File: src/rtl/vga_fb_write_ctrl.sv
`default_nettype none
// ============================================================================
// Module      : vga_fb_write_ctrl
// Description : Bus-mapped write controller in front of frame buffer port A
//               (160x120, 1 bpp, address {Y[6:0], X[7:0]}). Decodes an
//               8-register bus window, issues single-pixel writes, runs a
//               rectangle fill / clear-screen engine and arbitrates both onto
//               one buffer write per cycle. Also holds CONFIG_COLOURS.
//
// Ports       : CLK            system clock
//               RESET          synchronous active-high reset
//               BUS_ADDR[7:0]  bus address
//               BUS_DATA[7:0]  bus write data
//               BUS_WE         bus write strobe (one cycle per write)
//               FB_ADDR[14:0]  frame buffer address {Y,X}
//               FB_DATA        pixel value
//               FB_WE          frame buffer write enable
//               CONFIG_COLOURS {foreground, background} colours
//               BUSY           fill engine active
//               OVERRUN        sticky: queued pixel write was overwritten
//
// Options     : VGA_FB_AUTOINC_EN - when defined, each pixel write advances
//               X (wrapping into Y, Y wraps at the last row).
//
// Revision    : 1.0  initial release
// ============================================================================
module vga_fb_write_ctrl #(
  parameter logic [7:0]  BASE_ADDR    = 8'hB0,
  parameter int          SCREEN_W     = 160,
  parameter int          SCREEN_H     = 120,
  parameter logic [15:0] COLOUR_RESET = 16'h3333
) (
  input  logic        CLK,
  input  logic        RESET,
  input  logic [7:0]  BUS_ADDR,
  input  logic [7:0]  BUS_DATA,
  input  logic        BUS_WE,
  output logic [14:0] FB_ADDR,
  output logic        FB_DATA,
  output logic        FB_WE,
  output logic [15:0] CONFIG_COLOURS,
  output logic        BUSY,
  output logic        OVERRUN
);

  // Screen limits held at 9 bits so origin+size sums never wrap.
  localparam logic [8:0] c_SCREEN_W9 = 9'(SCREEN_W);
  localparam logic [8:0] c_SCREEN_H9 = 9'(SCREEN_H);

  typedef enum logic [1:0] {
    S_IDLE = 2'd0,
    S_FILL = 2'd1,
    S_DONE = 2'd2
  } state_t;

  state_t r_state, w_state_nxt;

  // Shadow registers written by the bus
  logic [7:0]  r_x, r_w;
  logic [6:0]  r_y, r_h;
  logic [15:0] r_colours;

  // Latched fill parameters and cursor
  logic [7:0]  r_fx0;
  logic [8:0]  r_fxe, r_fye;
  logic [7:0]  r_cx;
  logic [6:0]  r_cy;
  logic        r_fval;

  // One-entry pending slot for bus pixel writes that collide with the fill
  logic        r_pend_v;
  logic [14:0] r_pend_addr;
  logic        r_pend_data;

  // Registered outputs
  logic [14:0] r_fb_addr;
  logic        r_fb_data, r_fb_we, r_busy, r_overrun;

  // Decode / datapath wires
  logic [7:0] w_offs;
  logic       w_hit;
  logic       w_wr_y, w_wr_x, w_wr_pix, w_wr_w, w_wr_h, w_wr_clo, w_wr_chi, w_wr_cmd;
  logic       w_pix_ok, w_cmd_go, w_clear, w_sempty;
  logic [7:0] w_sx0;
  logic [6:0] w_sy0;
  logic [8:0] w_sxe_raw, w_sye_raw, w_sxe, w_sye;
  logic [7:0] w_bx0, w_curx, w_nx;
  logic [6:0] w_cury, w_ny;
  logic [8:0] w_bxe, w_bye;
  logic       w_fill_act, w_slot_load, w_slot_issue, w_direct, w_fill_emit;
  logic       w_xlast, w_last, w_fill_val;

  always_comb begin
    // Window decode by offset so any BASE_ADDR alignment works
    w_offs   = BUS_ADDR - BASE_ADDR;
    w_hit    = BUS_WE && (w_offs < 8'd8);
    w_wr_y   = w_hit && (w_offs[2:0] == 3'd0);
    w_wr_x   = w_hit && (w_offs[2:0] == 3'd1);
    w_wr_pix = w_hit && (w_offs[2:0] == 3'd2);
    w_wr_w   = w_hit && (w_offs[2:0] == 3'd3);
    w_wr_h   = w_hit && (w_offs[2:0] == 3'd4);
    w_wr_clo = w_hit && (w_offs[2:0] == 3'd5);
    w_wr_chi = w_hit && (w_offs[2:0] == 3'd6);
    w_wr_cmd = w_hit && (w_offs[2:0] == 3'd7);

    // Off-screen pixel writes are dropped before they reach the slot
    w_pix_ok = w_wr_pix && ({1'b0, r_x} < c_SCREEN_W9) && ({2'b00, r_y} < c_SCREEN_H9);

    // Start accepted only when fully idle (BUSY lingers one cycle after DONE)
    w_cmd_go = w_wr_cmd && (BUS_DATA[2] || BUS_DATA[0]) && (r_state == S_IDLE) && !r_busy;
    w_clear  = BUS_DATA[2];

    // Fill bounds as they would be latched by a start this cycle
    w_sx0     = w_clear ? 8'd0 : r_x;
    w_sy0     = w_clear ? 7'd0 : r_y;
    w_sxe_raw = {1'b0, w_sx0} + (w_clear ? c_SCREEN_W9 : {1'b0, r_w});
    w_sye_raw = {2'b00, w_sy0} + (w_clear ? c_SCREEN_H9 : {2'b00, r_h});
    w_sxe     = (w_sxe_raw > c_SCREEN_W9) ? c_SCREEN_W9 : w_sxe_raw;
    w_sye     = (w_sye_raw > c_SCREEN_H9) ? c_SCREEN_H9 : w_sye_raw;
    w_sempty  = (!w_clear && ((r_w == 8'd0) || (r_h == 7'd0)))
             || ({1'b0, w_sx0} >= c_SCREEN_W9) || ({2'b00, w_sy0} >= c_SCREEN_H9);

    // On the start cycle the engine works from the fresh values so the
    // first pixel can go out on the very next cycle.
    if (r_state == S_IDLE) begin
      w_bx0      = w_sx0;
      w_bxe      = w_sxe;
      w_bye      = w_sye;
      w_curx     = w_sx0;
      w_cury     = w_sy0;
      w_fill_val = BUS_DATA[1];
    end else begin
      w_bx0      = r_fx0;
      w_bxe      = r_fxe;
      w_bye      = r_fye;
      w_curx     = r_cx;
      w_cury     = r_cy;
      w_fill_val = r_fval;
    end

    w_fill_act = (r_state == S_FILL) || (w_cmd_go && !w_sempty);

    // Arbitration: a new bus pixel goes to the slot whenever the fill owns
    // the port or the slot is occupied (replacing it); a waiting slot entry
    // takes the port ahead of the fill; otherwise bus pixels go straight out.
    w_slot_load  = w_pix_ok && ((r_state == S_FILL) || r_pend_v);
    w_slot_issue = r_pend_v && !w_slot_load;
    w_direct     = w_pix_ok && !w_slot_load;
    w_fill_emit  = w_fill_act && !w_slot_issue && !w_direct;

    w_xlast = (({1'b0, w_curx} + 9'd1) == w_bxe);
    w_last  = w_xlast && (({2'b00, w_cury} + 9'd1) == w_bye);

    w_nx = w_curx;
    w_ny = w_cury;
    if (w_fill_emit) begin
      if (w_xlast) begin
        w_nx = w_bx0;
        w_ny = w_cury + 7'd1;
      end else begin
        w_nx = w_curx + 8'd1;
      end
    end

    w_state_nxt = r_state;
    case (r_state)
      S_IDLE: begin
        if (w_cmd_go) begin
          if (w_sempty || (w_fill_emit && w_last)) w_state_nxt = S_DONE;
          else                                     w_state_nxt = S_FILL;
        end
      end
      S_FILL:  if (w_fill_emit && w_last) w_state_nxt = S_DONE;
      S_DONE:  w_state_nxt = S_IDLE;
      default: w_state_nxt = S_IDLE;
    endcase
  end

  always_ff @(posedge CLK) begin
    if (RESET) r_state <= S_IDLE;
    else       r_state <= w_state_nxt;
  end

  always_ff @(posedge CLK) begin
    if (RESET) begin
      r_x         <= 8'd0;
      r_y         <= 7'd0;
      r_w         <= 8'd0;
      r_h         <= 7'd0;
      r_colours   <= COLOUR_RESET;
      r_fx0       <= 8'd0;
      r_fxe       <= 9'd0;
      r_fye       <= 9'd0;
      r_cx        <= 8'd0;
      r_cy        <= 7'd0;
      r_fval      <= 1'b0;
      r_pend_v    <= 1'b0;
      r_pend_addr <= 15'd0;
      r_pend_data <= 1'b0;
      r_fb_addr   <= 15'd0;
      r_fb_data   <= 1'b0;
      r_fb_we     <= 1'b0;
      r_busy      <= 1'b0;
      r_overrun   <= 1'b0;
    end else begin
      if (w_wr_y)   r_y            <= BUS_DATA[6:0];
      if (w_wr_x)   r_x            <= BUS_DATA;
      if (w_wr_w)   r_w            <= BUS_DATA;
      if (w_wr_h)   r_h            <= BUS_DATA[6:0];
      if (w_wr_clo) r_colours[7:0]  <= BUS_DATA;
      if (w_wr_chi) r_colours[15:8] <= BUS_DATA;

`ifdef VGA_FB_AUTOINC_EN
      // Advance the write position after every pixel write, raster order
      if (w_wr_pix) begin
        if ({1'b0, r_x} >= (c_SCREEN_W9 - 9'd1)) begin
          r_x <= 8'd0;
          if ({2'b00, r_y} >= (c_SCREEN_H9 - 9'd1)) r_y <= 7'd0;
          else                                      r_y <= r_y + 7'd1;
        end else begin
          r_x <= r_x + 8'd1;
        end
      end
`else
      // X/Y move only on explicit register writes
`endif

      if (w_cmd_go) begin
        r_fx0  <= w_sx0;
        r_fxe  <= w_sxe;
        r_fye  <= w_sye;
        r_fval <= BUS_DATA[1];
      end
      r_cx <= w_nx;
      r_cy <= w_ny;

      if (w_slot_load) begin
        r_pend_v    <= 1'b1;
        r_pend_addr <= {r_y, r_x};
        r_pend_data <= BUS_DATA[0];
        if (r_pend_v) r_overrun <= 1'b1;
      end else if (w_slot_issue) begin
        r_pend_v <= 1'b0;
      end

      r_fb_we <= 1'b0;
      if (w_slot_issue) begin
        r_fb_we   <= 1'b1;
        r_fb_addr <= r_pend_addr;
        r_fb_data <= r_pend_data;
      end else if (w_direct) begin
        r_fb_we   <= 1'b1;
        r_fb_addr <= {r_y, r_x};
        r_fb_data <= BUS_DATA[0];
      end else if (w_fill_emit) begin
        r_fb_we   <= 1'b1;
        r_fb_addr <= {w_cury, w_curx};
        r_fb_data <= w_fill_val;
      end

      // Covers FILL and DONE, plus the cycle the DONE state hands back
      r_busy <= (r_state != S_IDLE) || (w_state_nxt != S_IDLE);
    end
  end

  assign FB_ADDR        = r_fb_addr;
  assign FB_DATA        = r_fb_data;
  assign FB_WE          = r_fb_we;
  assign CONFIG_COLOURS = r_colours;
  assign BUSY           = r_busy;
  assign OVERRUN        = r_overrun;

endmodule
`default_nettype wire

File: config.mk
export PLATFORM = sky130hd
export DESIGN_NAME = vga_fb_write_ctrl
export DESIGN_NICKNAME = d
export VERILOG_FILES = /design/src/rtl/vga_fb_write_ctrl.sv
export SDC_FILE = /design/constraint.sdc
export NUM_CORES = 1
export LEC_CHECK = 0
export ABC_AREA = 1
export BUFFER_PORTS_ARGS = -buffer_cell sky130_fd_sc_hd__buf_2
export CORE_MARGIN = 2
export CORE_UTILIZATION = 50
export DETAILED_ROUTE_END_ITERATION = 10
export PLACE_DENSITY = 0.68
export SETUP_SLACK_MARGIN = 0.1
export SYNTH_ARGS = -nofsm -noshare
export SYNTH_HDL_FRONTEND = slang
export SYNTH_SLANG_ARGS = --single-unit
File: constraint.sdc
create_clock -name CLK -period 3.67 [get_ports CLK]
set_clock_uncertainty 0.1 [all_clocks]
set_input_delay 0 -clock CLK [delete_from_list [all_inputs] [get_ports CLK]]
set_output_delay 0 -clock CLK [all_outputs]
set_load 0.005 [all_outputs]
* Word-level counts from Yosys, hierarchy flattened
Index checks and enable logic that the tools add are counted.
** Word-level totals
- Logic and storage cells :: 122
- Bits of input ports :: 19
- Register bits after elaboration :: 126
- Output and inout port bits :: 35
** Operators by class
- Mux-type cells :: 31
- Equal/unequal tests :: 10
- Reductions and logical operators :: 46
- Magnitude comparators :: 7
- Add/sub/neg operators :: 7
** Operators by type and width (count)
- $mux 8 :: 7
- $mux 15 :: 3
- $mux 7 :: 5
- $mux 9 :: 3
- $logic_and 1x1->1 :: 23
- $eq 3x3->1 const B :: 4
- $add 8x1->9 const B :: 1
- $add 8x8->9 :: 1
- $eq 8x9->1 :: 1
- $eq 9x9->1 :: 1
- $gt 9x8->1 const B :: 1
- $mux 1 :: 9
- $add 7x1->8 const B :: 1
- $add 7x7->8 :: 1
- $add 8x1->8 const B :: 1
- $ge 8x8->1 const B :: 1
- $gt 8x7->1 const B :: 1
- $logic_not 8->1 :: 1
- $logic_or 1x1->1 :: 8
- $lt 8x4->1 const B :: 1
- $lt 8x8->1 const B :: 1
- $sub 8x8->8 const B :: 1
- $add 7x1->7 const B :: 1
- $ge 7x7->1 const B :: 1
- 13 further kinds :: 23

* Longest topological paths before layout
Gate-level depths: netlist of run 1.
- Depth in word-level cells :: 19
- Depth in mapped cells :: 27
- Depth with buffers taken out :: 25

* Worst setup path before layout of run 1
Ideal clock, no wire load.
- Kind :: register -> register
- From :: reg r_x[0]
- To :: reg r_state[0]
- Required time :: 3.442 ns
- Clock period less this slack :: 3.042 ns
- Arrival :: 2.814 ns
- Buffers on the path :: 1
- Path slack :: 0.628 ns
- Stages on the path, launching flop included :: 25
- Setup time :: 0.128 ns
- Cell sequence :: dfxtp_1 -> nand2_1 -> inv_1 -> ha_1 -> inv_1 -> fa_1 -> inv_1 -> or2_2 -> nor2_1 -> nand3_1 -> nand2_1 -> nand3_1 -> nand2_2 -> buf_6 -> nand3_2 -> nand3_1 -> nand2_1 -> inv_2 -> nand3_2 -> inv_2 -> nand2_4 -> nor2_8 -> nand2_4 -> nand2_1 -> nor2_1
** On the way
- Longest elaborated chain between the ends :: 14
- Elaborated cells on any way between the ends :: 32
- Classes of those cells :: add/sub (2); order compare (3); eq/ne (1); mux (8); reduce/logical (18)
** RTL lines
- start, declared :: RTL line 59 : logic [7:0] r_x, r_w;
- start signal, assigned :: RTL line 186 : r_x <= 8'd0;
- start signal, assigned :: RTL line 207 : if (w_wr_x) r_x <= BUS_DATA;
- $mux 8 * :: RTL line 114 : w_sx0 = w_clear ? 8'd0 : r_x;
- named net w_sx0[0] :: RTL line 84 : logic [7:0] w_sx0;
- branches (longest 12 deep; another with $add 8x8->9)
- $pmux 2 s2 * :: RTL line 166 : case (r_state)
- end signal, assigned :: RTL line 181 : else r_state <= w_state_nxt;
- end, declared :: RTL line 56 : state_t r_state, w_state_nxt;
Mark *: on every way through the listed nets, which the timed path passes.
A chain may end at the register's enable or synchronous reset.

* Worst setup path after layout of run 1
- From :: in BUS_DATA[2]
- To :: reg r_cy[2]
** On the way
- Longest elaborated chain between the ends :: 10
- Elaborated cells on any way between the ends :: 29
- Classes of those cells :: add/sub (3); order compare (3); eq/ne (1); mux (9); reduce/logical (13)
** RTL lines
- start, declared :: RTL line 36 : input logic [7:0] BUS_DATA,
- $mux 8 * :: RTL line 114
- named net w_sx0[0] :: RTL line 84
- branches (longest 8 deep; another with $add 8x8->9)
- $mux 7 * :: RTL line 156 : if (w_fill_emit) begin
- end signal, assigned :: RTL line 235 : r_cy <= w_ny;
- end, declared :: RTL line 67 : logic [6:0] r_cy;
Marks and branches as above.

==> results of run 1 <==
==> worst reg2reg max path: stages (launching register included) <==
cell and delay [ns]:
dfxtp_2 0.35, nand2_2 0.07, inv_1 0.06, ha_2 0.19
inv_1 0.05, fa_1 0.47, inv_1 0.06, or2_2 0.27
nor2_1 0.10, nand3_1 0.08, nand2_1 0.08, nand3_2 0.10
nand2_4 0.14, buf_4 0.13, nand3_4 0.06, nand2_1 0.09
nand2_1 0.05, nand2_1 0.06, nand3_2 0.08, nor2_4 0.15
nand2_4 0.11, nor2_8 0.20, buf_4 0.16, a21oi_2 0.04
==> layout by cell type (no fill, tap or decap), types with 4 or more instances in the layout <==
master,instances
a21oi_2,7
nand2_1,223
inv_6,7
nand2_4,5
buf_2,52
a21boi_0,4
a21oi_1,96
buf_4,33
dfxtp_1,124
nor2_1,113
nor2_2,6
nand4_1,11
inv_2,6
xor2_1,8
a211oi_1,17
xnor2_1,4
nand2_2,5
o221ai_1,6
o211ai_1,5
clkbuf_16,17
nand3_1,70
nand3_2,7
nor2_4,7
o21ai_1,4
o21ai_0,103
ha_1,15
dlygate4sd3_1,11
nor3_1,6
inv_1,112
or2_2,5
==> routing by layer <==
layer	vias to the layer above	share of wire	GRT usage
met5	-	0	0
met4	0	0.029	0.1099
met3	42	0.050	0.05762
met2	170	0.47	0.4479
met1	3197	0.45	0.3568
li1	3586	-	-
==> timing repair <==
| action | in CTS | in global routing |
|---|---|---|
| resized for setup | 0 | 13 |
| endpoints found under the hold margin | 45 | 0 |
| buffers inserted | 0 | 14 |
| hold buffers | 11 | 0 |
| endpoints found under the setup margin | 0 | 17 |
==> per-stage QoR <==
step,area [µm²],hold WS [ns]
after floorplan,7028,0.02632
after global placement,7473,0.2393
after detailed placement,7473,0.2476
after CTS,8184,0.02810
after global routing,8349,0.05486
final,8349,0.01337
==> worst paths after layout <==
kind,end,cells past startpoint,from
setup reg to reg,r_cy[2]$_SDFF_PP0_,23,r_x[0]$_SDFFE_PP0P_
setup / recovery,r_cy[2]$_SDFF_PP0_,26,BUS_DATA[2]
hold reg to reg,r_fye[7]$_SDFFE_PP0P_,2,r_fye[7]$_SDFFE_PP0P_
hold / removal,r_h[3]$_SDFFE_PP0P_,5,BUS_WE
==> flip-flops by register name, indices dropped and copies added, names as in the netlist <==
register,count
CONFIG_COLOURS,16
FB_ADDR,15
r_pend_addr,15
r_fxe,9
r_cx,8
r_fx0,8
r_fye,8
r_w,8
r_x,8
r_cy,7
r_h,7
r_y,7
r_state,2
BUSY,1
FB_DATA,1
FB_WE,1
OVERRUN,1
r_fval,1
r_pend_data,1
r_pend_v,1
==> cells by family after synthesis <==
logic type      synth area share
simple gates              0.2994
buf+inv                  0.09365
mux                     0.001424
flops                     0.3561
xor+xnor                 0.01495
compound gates            0.2003
fa+ha+maj                0.03418
==> layout make-up <==
cell class,instances,area share
Clock buffer,17,0.05095
Clock inverter,15,0.02098
Inverter,120,0.05455
Multi-Input combinational cell,752,0.4676
Sequential cell,125,0.2999
Tap cell,180,0.02697
Timing Repair Buffer,99,0.07912
==> power by group <==
part	switching (W)	leakage, nW	internal [W]	total, W
combinational	0.0000920	2.71	0.0000479	0.000140
sequential	0.00000115	1.01	0.00136	0.00136
clock	0.000714	0.298	0.00102	0.00174
total	0.000807	4.01	0.00243	0.00324
==> key figures, run 1 <==
Outcome
  – Status: finished clean

Synthesis
  – Async set-reset flop share out of synthesis: 0
  – Share of the synthesized area in the top cell type: 0.3561
  – Seq cells post-synth: 125
  – Count leader, synth: nand2_1
  – Syn_nets: 1077
  – Cell Area, Synth: 7028 µm²
  – Yosys cell types: 46
  – Cell count after synthesis: approximately 1000
  – Sequential-to-total area share from yosys stat: 0.3561
  – Number of synthesized flops with an enable pin: 0
  – Synth area leaders: dfxtp_1 (36%), nand2_1 (12%), o21ai_0 (7.3%), a21oi_1 (6.8%), nor2_1 (6.1%)
  – Most instantiated cells after synthesis: nand2_1 (224), dfxtp_1 (125), nor2_1 (115)
  – Largest area contributor in the netlist: dfxtp_1
  – Avg Inst Size Synth: 6.758 µm²
  – Ys flop type: dfxtp_1
  – Syn. warnings: 0

Die
  – Die height: between 100 and 150 µm
  – Chip width: 122.6 µm
  – Core region area: ~14000 µm²
  – Die Area: between 15000 and 20000 µm²
  – Num rows: 43
  – Num ports: 54
  – Starting density of the core: 0.5083

Clock network
  – CTS tree: done
  – H-tree levels: 4
  – Clock Latency Late Sink: roughly 0.44 ns
  – Clock slew at reported path FFs: 0.06 ns
  – CTS root buf: clkbuf_16
  – Max clock buf depth: 2
  – CTS sink count: 125
  – Number of clock buffers inserted by TritonCTS: 17

Setup path
  – Worst EP arrival: 3.58 ns
  – Reg2reg setup slack: approximately 0.31 ns
  – Max incr delay on CP: 0.54 ns
  – Endpoint class of the critical path: flip-flop
  – Critical Path Most Common Cell: nand2_1
  – CP top delay family: simple AND/OR/NAND/NOR gates
  – WP data required: 3.89 ns
  – Crit Path Category: in -> reg
  – Nature of the critical path startpoint: primary input
  – WP buf/inv: 8
  – Slowest cell on crit path: dlygate4sd3_1
  – Maximum fanout along the worst path: 7

Min path
  – Worst Hold Class: in -> reg

Power
  – Peak VDD IR: 341.9 µV
  – Pwr/cell area: 387.8 nW/µm²
  – Design Power: 0.003238 W
  – Pleak: 4.011 nW

STA
  – Final min period: around 3.4 ns
  – Worst rel slew slack: 0.4939
  – Setup TNS: 0 ns
  – FMAX: 297.4 MHz
  – Final Slew Violations: 0
  – # setup viols final: 0
  – Crit share post-route: 0.9162
  – Setup ws final: between 0.3 and 0.4 ns
  – RSZ-0062 raised after global routing: no
  – Worst-margin pin slew: between 0.7 and 0.8 ns
  – Final Hold Fails: 0

Detailed routing
  – DR DRC count: 0
  – DRT iter0 DRCs: 531
  – Vias/cell: 5.348
  – Final WL: roughly 20 mm
  – WL per Instance: 15.41 µm
  – Vias post-DR: 6995
  – ANT nets after route: 0
  – DRT Pass-1 Iters: 5

Cells and area
  – Multi-input gate area: just under 4000 µm²
  – Final nets: 1152
  – Utilization after layout: 0.6038
  – FF/Latch Area: between 2000 and 3000 µm²
  – # diodes: 0
  – Post-route insts no fill: 1308
  – Synth-to-layout area growth: 18.80%
  – Filler Cells Inserted: around 1300
  – Share of layout cells above drive strength 1: 0.1596

Run
  – Max Cap Violations: 0

Global route
  – Global-route wire length before repair: 32.04 mm
  – Vias in the first global route: ~6300
  – GR Overflow Total: 0
  – Total track usage: 0.2755
  – Pin count of the biggest net entering global routing: 46
  – Antenna violations before repair: 0

Placed design
  – Routability Congestion: 0.9274
  – Dpl hpwl: 14.17 mm
  – Inst Count DP: 1250
  – Worst slack, placed: 0.2082 ns
  – Port bufs: 53
Note: power is estimated with default switching activity, not from simulation.
==> run 2: changes to the inputs <==
--- a/config.mk
+++ b/config.mk
@@ -8,9 +8,8 @@
 export ABC_AREA = 1
 export BUFFER_PORTS_ARGS = -buffer_cell sky130_fd_sc_hd__buf_2
 export CORE_MARGIN = 2
-export CORE_UTILIZATION = 50
+export CORE_UTILIZATION = 30
 export DETAILED_ROUTE_END_ITERATION = 10
-export PLACE_DENSITY = 0.68
 export SETUP_SLACK_MARGIN = 0.1
 export SYNTH_ARGS = -nofsm -noshare
 export SYNTH_HDL_FRONTEND = slang
==> run 2 against run 1 <==
Routed wire length is 5.3% higher. Sequential cell count unchanged. Hold slack better by 0.012 ns. Clock power down 6%. Highest routed layer unchanged. Die area increased by 64%. Largest power group unchanged. Total power is 3.0% lower. Sequential power about the same. First-iteration DRC count is 3.0% higher. Combinational power about the same. Critical path depth did not move. Via count increased by 0.64%. Register-to-register slack worse by 0.02 ns.
==> key figures, run 2 (synthesis gave the netlist of run 1 again) <==
Cells and area
  – Most common cell after layout, fill and taps aside: nand2_1 (unchanged)
  – Synth-to-layout area growth: 20.37% (was 18.80%)
  – Utilization after layout: 0.3637 (was 0.6038)
  – Final nets: 1144 (was 1152)
  – # diodes: 0 (unchanged)
  – Leading cell types in the layout, fill and taps excluded: nand2_1 (220), dfxtp_1 (124), nor2_1 (112) (was nand2_1 (223), dfxtp_1 (124), nor2_1 (113))
  – Max FFs per register: 16 (unchanged)
  – Post-route insts no fill: 1439 (was 1308)
  – Share of layout cells above drive strength 1: 0.1607 (was 0.1596)

Die
  – Chip width: 157.1 µm (was 122.6 µm)
  – Die Area: 24670 µm² (was 15020 µm²)
  – Num rows: 56 (was 43)
  – Core region area: 23260 µm² (was 13830 µm²)
  – Die height: 157.1 µm (was 122.6 µm)
  – Starting density of the core: 0.3021 (was 0.5083)
  – Num ports: 54 (unchanged)

Global route
  – Pin count of the biggest net entering global routing: 39 (was 46)
  – Vias in the first global route: 6640 (was 6343)
  – Antenna violations before repair: 0 (unchanged)
  – GR Overflow Total: 0 (unchanged)
  – Global-route wire length before repair: 34.47 mm (was 32.04 mm)
  – Total track usage: 0.1780 (was 0.2755)

STA
  – Worst rel slew slack: 0.4125 (was 0.4939)
  – RSZ-0062 raised after global routing: no (unchanged)
  – Worst-margin pin slew: 0.8720 ns (was 0.7583 ns)
  – FMAX: 295.1 MHz (was 297.4 MHz)
  – Final min period: 3.389 ns (was 3.363 ns)
  – Setup TNS: 0 ns (unchanged)
  – Final Hold Fails: 0 (unchanged)
  – Final Slew Violations: 0 (unchanged)
  – Crit share post-route: 0.9234 (was 0.9162)
  – # setup viols final: 0 (unchanged)

Clock network
  – CTS tree: done (unchanged)
  – CTS sink count: 125 (unchanged)
  – CTS root buf: clkbuf_16 (unchanged)
  – Max clock buf depth: 2 (unchanged)
  – H-tree levels: 4 (unchanged)
  – Clock Latency Late Sink: 0.43 ns (was 0.44 ns)
  – Number of clock buffers inserted by TritonCTS: 17 (unchanged)
  – Clock slew at reported path FFs: 0.06 ns (about the same)

Setup path
  – Maximum fanout along the worst path: 8 (was 7)
  – Max incr delay on CP: 0.55 ns (was 0.54 ns)
  – Worst EP arrival: 3.65 ns (was 3.58 ns)
  – Slowest cell on crit path: dlygate4sd3_1 (unchanged)
  – WP data required: 3.93 ns (was 3.89 ns)
  – Crit Path Category: in -> reg (unchanged)
  – Critical Path Most Common Cell: nand2_1 (unchanged)
  – Endpoint class of the critical path: flip-flop (unchanged)
  – Nature of the critical path startpoint: primary input (unchanged)

Placed design
  – Inst Count DP: 1389 (was 1250)
  – Routability Congestion: 0.8579 (was 0.9274)
  – Port bufs: 53 (unchanged)
  – Dpl hpwl: 15.26 mm (was 14.17 mm)

Detailed routing
  – ANT nets after route: 0 (unchanged)
  – DR DRC count: 0 (unchanged)
  – DRT iter0 DRCs: 547 (was 531)
  – Vias post-DR: 7040 (was 6995)
  – DRT Pass-1 Iters: 6 (was 5)
  – Final WL: 21.22 mm (was 20.15 mm)
  – Vias/cell: 4.892 (was 5.348)
  – WL per Instance: 14.74 µm (was 15.41 µm)

Power
  – Flop pwr share: 0.433 (was 0.420)
  – Pwr/cell area: 371.2 nW/µm² (was 387.8 nW/µm²)
  – Pleak: 3.958 nW (was 4.011 nW)
  – P_int: 0.002305 W (was 0.002431 W)
  – Clk network pwr share: 0.522 (was 0.537)
  – Peak VDD IR: 328.5 µV (was 341.9 µV)
  – Switch Pwr: 0.0008354 W (was 0.0008068 W)
  – Sw frac: 0.2661 (was 0.2492)
  – Comb pwr share: 0.045 (was 0.043)

Run
  – Max Cap Violations: 0 (unchanged)

Min path
  – Worst Hold Class: in -> reg (unchanged)

Outcome
  – Status: finished clean (unchanged)
[run 2: changes by cell type in the layout (fill, tap and decap cells not counted), moves of 3 or more]
| cell | delta |
|---|---|
| nand2_1 | -3 |
| nand2_2 | +3 |
| inv_8 | +3 |
| clkinvlp_4 | +3 |
| buf_4 | -7 |
[run 2: final cells by class]
cell class | count | area, µm²
Tap cell | 319 | 399.1
Inverter | 120 | 460.4
Sequential cell | 125 | 2504
Clock buffer | 17 | 425.4
Timing Repair Buffer | 91 | 596.8
Clock inverter | 15 | 145.1
Fill cell | 2518 | 14800
Multi-Input combinational cell | 752 | 3929
[run 2: power by group through the flow]
stage / logic, W / clock network, W / registers (W)
3_5_place_dp: 0.000126 / 0 / 0.00139
2_1_floorplan: 0.0000754 / 0 / 0.00139
4_1_cts: 0.000136 / 0.00166 / 0.00136
3_3_place_gp: 0.000125 / 0 / 0.00139
6_report: 0.000142 / 0.00164 / 0.00136
5_1_grt: 0.000156 / 0.00172 / 0.00136
[run 2: metal layers]
metal	track usage	vias to the layer above	part of all wire
met5	0	-	0
met4	0.06190	0	0.024
met3	0.03056	36	0.044
met2	0.2918	179	0.47
met1	0.2364	3254	0.47
li1	-	3571	-
[run 2: path summary, 6_finish.rpt]
path | from | to | slack, ns | cells after the start
max | BUS_DATA[2] | r_cy[1]$_SDFF_PP0_ | 0.28 | 26
min | RESET | OVERRUN$_SDFFE_PP0P_ | 0.03 | 3
max reg2reg | r_w[0]$_SDFFE_PP0P_ | r_cy[1]$_SDFF_PP0_ | 0.29 | 23
min reg2reg | r_fx0[7]$_SDFFE_PP0P_ | r_fx0[7]$_SDFFE_PP0P_ | 0.35 | 2
[run 2: worst max-delay path, delay by kind of cell]
kind | cells | cell delay, ns
compound gates | 1 | 0.12
simple gates | 16 | 1.76
fa+ha+maj | 2 | 0.69
buf+inv | 7 | 1.09
[run 2: timing repair]
item | CTS | global route
resized for setup | 0 | 22
hold buffers | 11 | 0
setup endpoints to repair | 0 | 17
hold endpoints to repair | 43 | 0
setup buffers | 0 | 6
[run 2: stage by stage]
step	hold slack [ns]	power [W]	setup slack, ns	cell area [µm²]
finish	0.02537	0.003140	0.2810	8459
global route	0.04071	0.003238	0.07551	8459
CTS	0.02273	0.003159	0.1277	8328
detailed placement	0.2763	0.001517	0.2342	7647
global placement	0.2722	0.001516	0.2772	7647
floorplan	0.02632	0.001466	0.6284	7028
